**config.mk**
```make
export PLATFORM = sky130hd
export DESIGN_NAME = instruction_fetch
export DESIGN_NICKNAME = d
export VERILOG_FILES = /design/src/rtl/instruction_fetch.sv
export SDC_FILE = /design/constraint.sdc
export NUM_CORES = 1
export LEC_CHECK = 0
export BUFFER_PORTS_ARGS = -buffer_cell sky130_fd_sc_hd__buf_2
export CORE_UTILIZATION = 55
export CTS_CLUSTER_SIZE = 8
export DETAILED_ROUTE_END_ITERATION = 10
export PLACE_DENSITY_LB_ADDON = 0.05
export SYNTH_ARGS = -nofsm -noshare
export SYNTH_HDL_FRONTEND = slang
export SYNTH_SLANG_ARGS = --single-unit
```
**constraint.sdc**
```tcl
create_clock -name clk -period 9 [get_ports clk]
set_clock_uncertainty 0.1 [all_clocks]
set_input_delay 0.45 -clock clk [delete_from_list [all_inputs] [get_ports clk]]
set_output_delay 0.45 -clock clk [all_outputs]
set_load 0.005 [all_outputs]
```
**src/rtl/instruction_fetch.sv**
```systemverilog
// Instruction fetch stage: issues word-aligned fetches, buffers in-order responses
// with their PCs, and presents them to decode; redirects flush in-flight responses.
module instruction_fetch #(
  parameter logic [31:0] RESET_PC  = 32'h0000_0000,
  parameter int          BUF_DEPTH = 2
) (
  input  logic        clk,
  input  logic        rst_n,
  output logic        imem_req_valid,
  input  logic        imem_req_ready,
  output logic [31:0] imem_req_addr,
  input  logic        imem_rsp_valid,
  input  logic [31:0] imem_rsp_data,
  input  logic        redirect_valid,
  input  logic [31:0] redirect_pc,
  output logic        if_valid,
  input  logic        if_ready,
  output logic [31:0] if_pc,
  output logic [31:0] if_instr,
  output logic [6:0]  if_opcode,
  output logic [2:0]  if_funct3,
  output logic [6:0]  if_funct7
);

  localparam int PW = $clog2(BUF_DEPTH);
  localparam int CW = PW + 1;
  localparam logic [CW:0] DEPTH_W = (CW + 1)'(BUF_DEPTH);

  typedef enum logic [1:0] {IDLE, FETCH, FLUSH} state_t;

  state_t          state_reg, state_next;
  logic [31:0]     pc_reg, pc_next;
  logic [CW-1:0]   inflight_reg, inflight_next;
  logic [CW-1:0]   buf_count_reg, buf_count_next;
  logic [PW-1:0]   buf_head_reg, buf_head_next;
  logic [PW-1:0]   buf_tail_reg, buf_tail_next;
  logic [PW-1:0]   addr_head_reg, addr_tail_reg;

  logic [31:0]     buf_instr_mem [BUF_DEPTH];
  logic [31:0]     buf_pc_mem    [BUF_DEPTH];
  logic [31:0]     addr_mem      [BUF_DEPTH];

  logic            req_accept;
  logic            rsp_take;
  logic            buf_push;
  logic            buf_pop;
  logic [CW:0]     occupancy;
  logic            unused_low_bits;

  assign unused_low_bits = ^redirect_pc[1:0];

  // Issue only when every outstanding request already owns a buffer slot.
  assign occupancy      = {1'b0, inflight_reg} + {1'b0, buf_count_reg};
  assign imem_req_valid = (state_reg == FETCH) && (occupancy < DEPTH_W) && !redirect_valid;
  assign imem_req_addr  = pc_reg;
  assign req_accept     = imem_req_valid && imem_req_ready;
  assign rsp_take       = imem_rsp_valid && (inflight_reg != '0);
  assign buf_push       = rsp_take && (state_reg == FETCH) && !redirect_valid;
  assign if_valid       = (buf_count_reg != '0);
  assign buf_pop        = if_valid && if_ready;

  assign if_pc     = if_valid ? buf_pc_mem[buf_head_reg]    : 32'h0;
  assign if_instr  = if_valid ? buf_instr_mem[buf_head_reg] : 32'h0;
  assign if_opcode = if_instr[6:0];
  assign if_funct3 = if_instr[14:12];
  assign if_funct7 = if_instr[31:25];

  always_comb begin
    inflight_next = inflight_reg;
    if (req_accept && !rsp_take) begin
      inflight_next = inflight_reg + CW'(1);
    end else if (!req_accept && rsp_take) begin
      inflight_next = inflight_reg - CW'(1);
    end

    pc_next = pc_reg;
    if (redirect_valid) begin
      pc_next = {redirect_pc[31:2], 2'b00};
    end else if (req_accept) begin
      pc_next = pc_reg + 32'd4;
    end

    buf_head_next  = buf_head_reg;
    buf_tail_next  = buf_tail_reg;
    buf_count_next = buf_count_reg;
    // A same-cycle pop still completes; the clear simply supersedes it.
    if (redirect_valid) begin
      buf_head_next  = '0;
      buf_tail_next  = '0;
      buf_count_next = '0;
    end else begin
      if (buf_push) buf_tail_next = buf_tail_reg + PW'(1);
      if (buf_pop)  buf_head_next = buf_head_reg + PW'(1);
      case ({buf_push, buf_pop})
        2'b10:   buf_count_next = buf_count_reg + CW'(1);
        2'b01:   buf_count_next = buf_count_reg - CW'(1);
        default: buf_count_next = buf_count_reg;
      endcase
    end

    state_next = state_reg;
    case (state_reg)
      IDLE:    state_next = FETCH;
      FETCH:   if (redirect_valid && (inflight_next != '0)) state_next = FLUSH;
      FLUSH:   if (!redirect_valid && (inflight_next == '0)) state_next = FETCH;
      default: state_next = IDLE;
    endcase
  end

  always_ff @(posedge clk or negedge rst_n) begin
    if (!rst_n) begin
      state_reg     <= IDLE;
      pc_reg        <= RESET_PC;
      inflight_reg  <= '0;
      buf_count_reg <= '0;
      buf_head_reg  <= '0;
      buf_tail_reg  <= '0;
      addr_head_reg <= '0;
      addr_tail_reg <= '0;
    end else begin
      state_reg     <= state_next;
      pc_reg        <= pc_next;
      inflight_reg  <= inflight_next;
      buf_count_reg <= buf_count_next;
      buf_head_reg  <= buf_head_next;
      buf_tail_reg  <= buf_tail_next;
      // Address FIFO survives redirects so discarded responses stay aligned.
      if (req_accept) addr_tail_reg <= addr_tail_reg + PW'(1);
      if (rsp_take)   addr_head_reg <= addr_head_reg + PW'(1);
    end
  end

  always_ff @(posedge clk) begin
    if (req_accept) begin
      addr_mem[addr_tail_reg] <= pc_reg;
    end
    if (buf_push) begin
      buf_instr_mem[buf_tail_reg] <= imem_rsp_data;
      buf_pc_mem[buf_tail_reg]    <= addr_mem[addr_head_reg];
    end
  end

endmodule

```
==> out/results.txt, run 1 <==
number of inserted diodes -> 0
via count -> 6,054
internal cell power -> 2.152 mW
Clock Root Buffer -> clkbuf_16
delay of the slowest critical-path stage -> 0.68 ns
CP Class -> flip-flop to flip-flop
DR vias/cell -> 5.595
Tot Pwr -> 2.936 mW
post-CTS setup buffers -> 0
GRT Residual Overflow -> 0
Async S/R FF share, synth -> 17.86%
fin area -> 11,280 µm²
area of the multi-input gates -> 2514 µm²
Post-route DRC -> 0
Placeable Area -> 16,580 µm²
RSZ-0062 raised after global routing -> no
Largest register FFs -> 64
critical path fanouts, max -> 8
DRT iter0 DRCs -> 401
cell chain of the critical path -> and2_1, fa_1, or2_0, or4_4, or4_1, or3_1, nand3_1
Routed Antenna Nets -> 0
relative slew slack -> 25.37%
Comb pwr share -> 18.0%
fill count -> 1,220
DP Area -> 10,320 µm²
RePlAce Congestion -> 0.8674
Fmax -> 298.2 MHz
sequential share of the synthesized area -> 69.95%
Longest Clk Path Bufs -> 3
synthesized cell area -> 9330 µm²
Largest Register -> buf_instr_mem
die width -> 132.2 µm
pwr/cell area -> 260.3 nW/µm²
top cells by area, synth -> edfxtp_1 59%, dfrtp_1 11%, mux2i_1 6.8%
num rows -> 47
Vert. Die Dim -> 132.2 µm
Yosys top cell area share -> 59.22%
Post-Syn Area per Cell -> 14.18 µm²
DR WL met2 -> 9.708 mm
DP Worst Slack -> 5.716 ns
Post-Syn Instances -> 658
fin util -> 68.03%
Post-DP HPWL -> 12.21 mm
vias in the first global route -> 5,977
status -> finished, final reports clean
Synth top cells by count -> 184 x edfxtp_1, 88 x nor2_1, 63 x mux2i_1
Sequential Power Share -> 46.9%
initial antenna violation count -> 0
yosys warns -> 0
P_leak -> 4.324 nW
Detailed Routing Iterations Pass 1 -> 5
Hold Path Class -> input port to flip-flop
CTS buffer count -> 31
CTS tree -> yes
setup ws final -> 5.647 ns
Area Overhead vs Synth -> 20.92%
most common cell in the netlist -> edfxtp_1
part of the cycle the worst path needs -> 37.26%
final hold viol count -> 0
register area -> 6530 µm²
met3 wire length -> 1.227 mm
wirelength, routed -> 19.38 mm
input/output buffers -> 178
clock network fraction of design power -> 35.0%
I/O pins -> 185
sw frac -> 26.71%
top cell type by total area after synthesis -> edfxtp_1
GRT Util Overall -> 22.55%
Final Critical Period -> 3.353 ns
Post-Route Setup TNS -> 0 ns
CP Data Arrival Time -> 3.71 ns
Peak VDD IR -> 0.1709 mV
predominant post-synthesis flop cell -> edfxtp_1
DIE AREA -> 17,490 µm²
H-tree depth -> 1
CP endpoint kind -> flip-flop
Worst setup SP type -> flip-flop
P_sw -> 0.7845 mW
Max stage delay cell, worst path -> or4_1
first-pass GRT wire length -> 30.76 mm
Synth cell types -> 52
Top Layer Used -> met4
number of synthesized flops with an enable pin -> 184
post-cts resize count -> 0
Clk Latency, worst-skew pair -> 0.52 ns
Crit path required time -> 9.36 ns
Seq cells post-synth -> 224
largest net degree at the start of global routing -> 64
Final Slew Violations -> 0
Register-to-Register Setup Slack -> 5.65 ns
Final setup viols -> 0
Starting Density -> 56.26%
Clock Sinks -> 224
share of post-route cells with drive strength above 1 -> 29.70%
Avg WL per Cell -> 17.91 µm
maxcap violations -> 0
WL met1 -> 8.111 mm
Worst-Margin Slew -> 1.119 ns
Final #Nets -> 911
CTS clk-pin slew, worst paths -> 0.05 ns
biggest regs -> buf_instr_mem: 64 flops, addr_mem: 60 flops, buf_pc_mem: 60 flops
-- power by group through the flow --
| stage | Clock (mW) | Combinational, mW | Sequential, mW |
|---|---|---|---|
| floorplan | 0 | 0.382 | 1.35 |
| global placement | 0 | 0.509 | 1.39 |
| detailed placement | 0 | 0.528 | 1.40 |
| CTS | 1.05 | 0.536 | 1.38 |
| global route | 1.09 | 0.584 | 1.39 |
| finish | 1.03 | 0.530 | 1.38 |
-- cells in the final DEF, fill, tap and decap left out, drive strengths merged, types with 2 or more instances in the layout --
cell type      n
buf          187
edfxtp       184
nor2          88
mux2i         63
clkbuf        57
dfrtp         40
nand2         32
mux2          30
nand3         23
o21ai         21
o211ai        14
inv           11
dlygate4sd3    9
nand4          8
a21oi          8
o311ai         8
nor3           7
a31oi          6
and3           6
or4            6
and2           5
xnor2          4
conb           4
nor2b          3
a22oi          3
nor4           3
a32oi          3
nand2b         2
nand4bb        2
a21o           2
o211a          2
a211o          2
a221o          2
ha             2
or2            2
-- logic make-up after synthesis --
family	after synthesis	synth area share, %
buffers and inverters	63	3.406
adders and majority gates	3	0.4827
and+or+nand+nor	195	9.857
xor gates and xnor gates	5	0.4693
DFF	224	69.95
AOI/OAI and AO/OA	74	5.418
muxes	93	10.38
other	1	0.04019
-- area by class of cell --
type | instances | area share (%)
timing repair buffer | 196 | 9.294
multi-input combinational | 374 | 22.28
clock buffer | 57 | 7.741
inverter | 11 | 0.3660
sequential | 224 | 57.88
tap | 220 | 2.440
-- path summary, 6_finish.rpt --
| path | cells past startpoint | endpoint | start |
|---|---|---|---|
| max | 7 | imem_req_addr[30]$_DFFE_PN0N_ | buf_count_reg[0]$_DFFE_PN0P_ |
| min | 1 | buf_instr_mem[0][30]$_DFFE_PP_ | imem_rsp_data[30] |
| max reg2reg | 7 | imem_req_addr[30]$_DFFE_PN0N_ | buf_count_reg[0]$_DFFE_PN0P_ |
| min reg2reg | 1 | addr_tail_reg$_DFFE_PN0P_ | addr_tail_reg$_DFFE_PN0P_ |
| max in group asynchronous | 2 | buf_head_reg$_DFFE_PN0P_ | rst_n |
| min in group asynchronous | 2 | imem_req_addr[21]$_DFFE_PN0N_ | rst_n |
-- repair_timing --
item	4_1_cts	5_1_grt
hold buffers	9	0
hold endpoints to repair	48	0
setup endpoints to repair	0	0
-- stage by stage --
step,hold slack [ns],instances
after floorplan,0.05441,661
after global placement,0.3983,1016
after detailed placement,0.4060,1016
after CTS,0.0006080,1082
after global routing,0.001015,1082
final,0.01690,1082
-- metal layers --
layer,track usage [%],vias up
li1,-,2819
met5,0,-
met4,7.344,0
met2,38.48,228
met1,29.74,2971
met3,3.652,36
-- critical path, delay by kind of cell (launching register included) --
| family | cells | cell delay, ns |
|---|---|---|
| AND/OR/NAND/NOR | 6 | 2.29 |
| adder cells (fa/ha/maj) | 1 | 0.46 |
| flip-flops | 1 | 0.43 |
Power figures use the tool's default switching activity.
==> inputs of run 2 (changes only) <==
clock period = 3.5 ns   (was 9 ns; I/O delays follow)
==> run 2 against run 1 <==
  * Register-to-register slack worse by 5.4 ns
  * Clock power rose to 2.6 times the previous value
  * Die area unchanged
  * Utilization up 4.2 points
  * Non-clock buffer count grew 65
  * Critical path type unchanged
==> out/results.txt, run 2 (same netlist as run 1, synthesis figures left out) <==
Worst-Margin Slew -> 1.170 ns (was 1.119 ns)
Post-Route Setup TNS -> 0 ns (unchanged)
input/output buffers -> 178 (unchanged)
Crit path buffers/inverters -> 0 (unchanged)
critical path fanouts, max -> 8 (unchanged)
Final Slew Violations -> 0 (unchanged)
Area Overhead vs Synth -> 28.38% (was 20.92%)
Worst setup SP type -> flip-flop (unchanged)
GRT Residual Overflow -> 0 (unchanged)
DP Area -> 10,410 µm² (was 10,320 µm²)
Final setup viols -> 0 (unchanged)
Detailed Routing Iterations Pass 1 -> 5 (unchanged)
CTS clk-pin slew, worst paths -> 0.05 ns (about the same)
CP Data Arrival Time -> 3.65 ns (was 3.71 ns)
reg-to-reg critical path startpoint -> buf_count_reg[0]$_DFFE_PN0P_ (unchanged)
Post-DP HPWL -> 12.56 mm (was 12.21 mm)
Hold Slack -> 0.1375 ns (was 0.01690 ns)
share of post-route cells with drive strength above 1 -> 28.23% (was 29.70%)
status -> finished, final reports clean (unchanged)
Starting Density -> 56.26% (unchanged)
most frequent cells in the layout -> 184 x edfxtp_1, 178 x buf_2, 86 x nor2_1 (unchanged)
fill count -> 1,174 (was 1,220)
Clk Latency, worst-skew pair -> 0.54 ns (was 0.52 ns)
maxcap violations -> 0 (unchanged)
Register-to-Register Setup Slack -> 0.22 ns (was 5.65 ns)
Routed Antenna Nets -> 0 (unchanged)
Longest Clk Path Bufs -> 3 (unchanged)
CTS tree -> yes (unchanged)
H-tree depth -> 1 (unchanged)
part of the cycle the worst path needs -> 93.65% (was 37.26%)
RePlAce Congestion -> 0.8466 (was 0.8674)
I/O pins -> 185 (unchanged)
final hold viol count -> 0 (unchanged)
Post-route DRC -> 0 (unchanged)
cell family with most CP delay -> simple AND/OR/NAND/NOR gates (unchanged)
Largest Register -> buf_instr_mem (unchanged)
Final Critical Period -> 3.278 ns (was 3.353 ns)
Worst R2R Path Depth -> 7 (unchanged)
Crit path required time -> 3.87 ns (was 9.36 ns)
P_leak -> 4.613 nW (was 4.324 nW)
Clock Sinks -> 224 (unchanged)
delay of the slowest critical-path stage -> 0.67 ns (was 0.68 ns)
Fmax -> 305.1 MHz (was 298.2 MHz)
commonest non-fill, non-tap cell in the layout -> edfxtp_1 (unchanged)
num rows -> 47 (unchanged)
wirelength, routed -> 20.30 mm (was 19.38 mm)
largest net degree at the start of global routing -> 53 (was 64)
via count -> 6,227 (was 6,054)
Tot Pwr -> 7.656 mW (was 2.936 mW)
DIE AREA -> 17,490 µm² (unchanged)
DRT iter0 DRCs -> 297 (was 401)
initial antenna violation count -> 0 (unchanged)
cell chain of the critical path -> and2_1, fa_1, or2_0, or4_4, or4_1, or3_1, nand3_1 (unchanged)
first-pass GRT wire length -> 32.10 mm (was 30.76 mm)
pwr/cell area -> 639.2 nW/µm² (was 260.3 nW/µm²)
CP endpoint kind -> flip-flop (unchanged)
biggest regs -> buf_instr_mem: 64 flops, addr_mem: 60 flops, buf_pc_mem: 60 flops (unchanged)
Avg WL per Cell -> 17.69 µm (was 17.91 µm)
fin area -> 11,980 µm² (was 11,280 µm²)
CP Class -> flip-flop to flip-flop (unchanged)
Clock Root Buffer -> clkbuf_16 (unchanged)
Final #Nets -> 976 (was 911)
CTS buffer count -> 31 (unchanged)
number of inserted diodes -> 0 (unchanged)
relative slew slack -> 21.72% (was 25.37%)
Peak VDD IR -> 0.4523 mV (was 0.1709 mV)
WP depth -> 7 (unchanged)
Largest register FFs -> 64 (unchanged)
post-CTS setup buffers -> 0 (unchanged)
setup ws final -> 0.2221 ns (was 5.647 ns)
Hold Path Class -> input port to flip-flop (unchanged)
Setup crit end -> imem_req_addr[30]$_DFFE_PN0N_ (unchanged)
die width -> 132.2 µm (unchanged)
Placeable Area -> 16,580 µm² (unchanged)
DP Worst Slack -> 0.2407 ns (was 5.716 ns)
vias in the first global route -> 6,234 (was 5,977)
RSZ-0062 raised after global routing -> no (unchanged)
hold depth -> 4 (was 1)
worst r2r dst -> imem_req_addr[30]$_DFFE_PN0N_ (unchanged)
GRT Util Overall -> 23.57% (was 22.55%)
Vert. Die Dim -> 132.2 µm (unchanged)
CP startpoint -> buf_count_reg[0]$_DFFE_PN0P_ (unchanged)
DR vias/cell -> 5.424 (was 5.595)
Max stage delay cell, worst path -> or4_1 (unchanged)
-- run 2: metal layers --
metal / vias up / GRT usage (%) / wire [µm]
li1: 2942 / - / -
met1: 3011 / 30.26 / 8329
met2: 239 / 41.71 / 10410
met3: 35 / 3.499 / 1215
met5: - / 0 / 0
met4: 0 / 6.897 / 349
-- run 2: power breakdown --
| part | switching, mW | internal [mW] | leakage, nW | total (mW) |
|---|---|---|---|---|
| sequential | 0.263 | 3.27 | 2.16 | 3.53 |
| clock | 1.02 | 1.65 | 0.417 | 2.67 |
| combinational | 0.776 | 0.683 | 2.04 | 1.46 |
-- run 2: stage by stage --
| stage | cells | utilization [%] |
|---|---|---|
| detailed placement | 1021 | 62.74 |
| floorplan | 661 | - |
| global route | 1148 | 72.23 |
| global placement | 1021 | 62.74 |
| CTS | 1148 | 72.23 |
| finish | 1148 | 72.23 |
-- run 2: worst min path at each step --
stage | startpoint | endpoint | slack [ns]
after floorplan | rst_n | addr_head_reg$_DFFE_PN0P_ | -0.22
after global placement | rst_n | imem_req_addr[20]$_DFFE_PN0N_ | 0.26
after detailed placement | rst_n | imem_req_addr[20]$_DFFE_PN0N_ | 0.26
after CTS | imem_req_ready | imem_req_addr[8]$_DFFE_PN0N_ | 0.11
after global routing | imem_req_ready | imem_req_addr[8]$_DFFE_PN0N_ | 0.17
final | imem_req_ready | imem_req_addr[8]$_DFFE_PN0N_ | 0.14
-- run 2: what timing repair did --
| item | CTS | global route |
|---|---|---|
| endpoints found under the hold margin | 139 | 0 |
| gates resized for setup | 0 | 0 |
| hold buffers | 69 | 0 |
-- run 2: layout make-up --
| class | instances | area [µm²] | share of cell area [%] |
|---|---|---|---|
| flip-flops and latches | 224 | 6530 | 54.52 |
| multi-input cells | 374 | 2525 | 21.08 |
| repair buffers | 261 | 1724 | 14.39 |
| clock buffers | 57 | 873.3 | 7.291 |
| well taps | 220 | 275.3 | 2.298 |
| inverters | 11 | 41.29 | 0.3447 |
| clock inverters | 1 | 8.758 | 0.07312 |
-- run 2: worst min-delay path, cell delays in order --
cell and delay [ns]:
buf_2 0.12, nand4bb_1 0.18, or4_4 0.17, o211ai_1 0.07
==> inputs of run 3 (changes only) <==
CORE_UTILIZATION = 30   (was 55)
==> run 3 against run 2 <==
  * Routed wire length rose by 12%
  * Cell area rose by 2.7%
  * Critical path depth did not move
  * Worst setup slack got worse by 0.041 ns
  * Hold slack got worse by 0.10 ns
  * Sequential power barely moved
  * Via count fell by 0.79%
  * Sequential share of layout area fell by 1.4 points
  * Power rose by 4.3%
  * First-iteration DRC count fell by 24%
==> out/results.txt, run 3 (same netlist as run 1, synthesis figures left out) <==
CTS hold repair buffers -> 65 (was 69)
Hold Slack -> 0.03305 ns (was 0.1375 ns)
biggest regs -> buf_instr_mem: 64 flops, addr_mem: 60 flops, buf_pc_mem: 60 flops (unchanged)
Worst-Margin Slew -> 1.128 ns (was 1.170 ns)
fin util -> 40.22% (was 72.23%)
Tot Pwr -> 7.985 mW (was 7.656 mW)
wirelength, routed -> 22.74 mm (was 20.30 mm)
number of inserted diodes -> 0 (unchanged)
Avg WL per Cell -> 17.10 µm (was 17.69 µm)
DIE AREA -> 31,810 µm² (was 17,490 µm²)
Crit path required time -> 3.82 ns (was 3.87 ns)
Final #Nets -> 982 (was 976)
Hold Path Class -> input port to flip-flop (unchanged)
Starting Density -> 30.50% (was 56.26%)
post-CTS setup buffers -> 0 (unchanged)
internal cell power -> 5.818 mW (was 5.600 mW)
Placeable Area -> 30,590 µm² (was 16,580 µm²)
DR vias/cell -> 4.645 (was 5.424)
Sequential Power Share -> 44.5% (was 46.1%)
Largest register FFs -> 64 (unchanged)
GRT Util Overall -> 14.54% (was 23.57%)
DRT iter0 DRCs -> 225 (was 297)
pwr/cell area -> 649.0 nW/µm² (was 639.2 nW/µm²)
RePlAce Congestion -> 0.7537 (was 0.8466)
fill count -> 2,937 (was 1,174)
die width -> 178.4 µm (was 132.2 µm)
final hold viol count -> 0 (unchanged)
num rows -> 64 (was 47)
P_sw -> 2.167 mW (was 2.057 mW)
first-pass GRT wire length -> 34.97 mm (was 32.10 mm)
status -> finished, final reports clean (unchanged)
hold endpoint -> imem_req_addr[23]$_DFFE_PN0N_ (was imem_req_addr[8]$_DFFE_PN0N_)
CP endpoint kind -> flip-flop (unchanged)
commonest non-fill, non-tap cell in the layout -> edfxtp_1 (unchanged)
Post-Place Cells -> 1,204 (was 1,021)
most frequent cells in the layout -> 184 x edfxtp_1, 178 x buf_2, 86 x nor2_1 (unchanged)
Post-Route Setup TNS -> 0 ns (unchanged)
Final Critical Period -> 3.319 ns (was 3.278 ns)
Longest Clk Path Bufs -> 3 (unchanged)
Crit path buffers/inverters -> 0 (unchanged)
Detailed Routing Iterations Pass 1 -> 4 (was 5)
Final Slew Violations -> 0 (unchanged)
relative slew slack -> 24.55% (was 21.72%)
cell chain of the critical path -> and2_1, fa_1, or2_0, or4_4, or4_1, or3_1, nand3_1 (unchanged)
register area -> 6530 µm² (unchanged)
worst r2r dst -> imem_req_addr[30]$_DFFE_PN0N_ (unchanged)
CP Class -> flip-flop to flip-flop (unchanged)
maxcap violations -> 0 (unchanged)
CTS clk-pin slew, worst paths -> 0.05 ns (about the same)
area of the multi-input gates -> 2529 µm² (was 2525 µm²)
clock network fraction of design power -> 37.2% (was 34.9%)
Worst R2R Path Depth -> 7 (unchanged)
post-cts resize count -> 0 (unchanged)
Clock Root Buffer -> clkbuf_16 (unchanged)
H-tree depth -> 2 (was 1)
GRT Residual Overflow -> 0 (unchanged)
CP Data Arrival Time -> 3.64 ns (was 3.65 ns)
part of the cycle the worst path needs -> 94.83% (was 93.65%)
Largest Register -> buf_instr_mem (unchanged)
reg-to-reg critical path startpoint -> buf_count_reg[0]$_DFFE_PN0P_ (unchanged)
largest net degree at the start of global routing -> 51 (was 53)
via count -> 6,178 (was 6,227)
cell family with most CP delay -> simple AND/OR/NAND/NOR gates (unchanged)
initial antenna violation count -> 1 (was 0)
Final setup viols -> 0 (unchanged)
CTS tree -> yes (unchanged)
hold depth -> 3 (was 4)
Peak VDD IR -> 0.2589 mV (was 0.4523 mV)
Register-to-Register Setup Slack -> 0.18 ns (was 0.22 ns)
share of post-route cells with drive strength above 1 -> 29.34% (was 28.23%)
Fmax -> 301.3 MHz (was 305.1 MHz)
Non-Filler Instances -> 1,330 (was 1,148)
WP depth -> 7 (unchanged)
CTS buffer count -> 34 (was 31)
Max stage delay cell, worst path -> or4_1 (unchanged)
Clock Sinks -> 224 (unchanged)
Post-route DRC -> 0 (unchanged)
delay of the slowest critical-path stage -> 0.68 ns (was 0.67 ns)
worst hold start -> redirect_valid (was imem_req_ready)
Routed Antenna Nets -> 0 (unchanged)
Area Overhead vs Synth -> 31.86% (was 28.38%)
Clk Latency, worst-skew pair -> 0.49 ns (was 0.54 ns)
Post-DP HPWL -> 14.75 mm (was 12.56 mm)
sw frac -> 27.14% (was 26.86%)
Worst setup SP type -> flip-flop (unchanged)
input/output buffers -> 178 (unchanged)
Comb pwr share -> 18.3% (was 19.1%)
Vert. Die Dim -> 178.4 µm (was 132.2 µm)
critical path fanouts, max -> 8 (unchanged)
I/O pins -> 185 (unchanged)
vias in the first global route -> 6,258 (was 6,234)
RSZ-0062 raised after global routing -> no (unchanged)
P_leak -> 4.680 nW (was 4.613 nW)
-- run 3: worst max path at each step --
stage	endpoint	slack [ns]	startpoint
finish	imem_req_addr[30]$_DFFE_PN0N_	0.18	buf_count_reg[0]$_DFFE_PN0P_
floorplan	buf_instr_mem[0][0]$_DFFE_PP_	0.12	inflight_reg[1]$_DFF_PN0_
global placement	imem_req_addr[30]$_DFFE_PN0N_	0.24	buf_count_reg[0]$_DFFE_PN0P_
CTS	imem_req_addr[28]$_DFFE_PN0N_	0.18	buf_count_reg[0]$_DFFE_PN0P_
global route	imem_req_addr[28]$_DFFE_PN0N_	0.02	buf_count_reg[0]$_DFFE_PN0P_
detailed placement	imem_req_addr[28]$_DFFE_PN0N_	0.20	buf_count_reg[0]$_DFFE_PN0P_
-- run 3: worst reg2reg max path: stages (launching register included) --
cell and delay [ns]:
dfrtp_1 0.43, and2_1 0.19, fa_1 0.45, or2_0 0.33
or4_4 0.60, or4_1 0.68, or3_1 0.39, nand3_1 0.08
-- run 3: layout make-up --
type | instances | share of cell area [%]
flip-flops and latches | 224 | 53.08
well taps | 396 | 4.027
inverters | 11 | 0.3356
clock buffers | 59 | 7.851
multi-input cells | 374 | 20.55
clock inverters | 2 | 0.1424
repair buffers | 264 | 14.01
-- run 3: per-layer routing --
metal / share of wire [%] / routed length, µm / global-route usage (%) / vias to the layer above
met5: 0 / 0 / 0 / -
met4: 2.3 / 528 / 4.696 / 0
met3: 5.4 / 1235 / 3.112 / 41
met2: 49 / 11170 / 25.10 / 173
met1: 43 / 9810 / 18.02 / 3010
li1: - / - / - / 2954
-- run 3: stage by stage --
step	setup WS, ns	instance area (µm²)
floorplan	0.1181	9355
global placement	0.2376	10670
detailed placement	0.1981	10670
CTS	0.1752	12300
global route	0.02148	12300
finish	0.1811	12300
-- run 3: power groups by stage --
stage               Clock [mW]  Sequential (mW)  Combinational [mW]
finish                    2.97             3.55                1.46
CTS                       3.07             3.57                1.50
floorplan                    0             3.45               0.988
global placement             0             3.60                1.42
detailed placement           0             3.62                1.44
global route              3.19             3.60                1.64
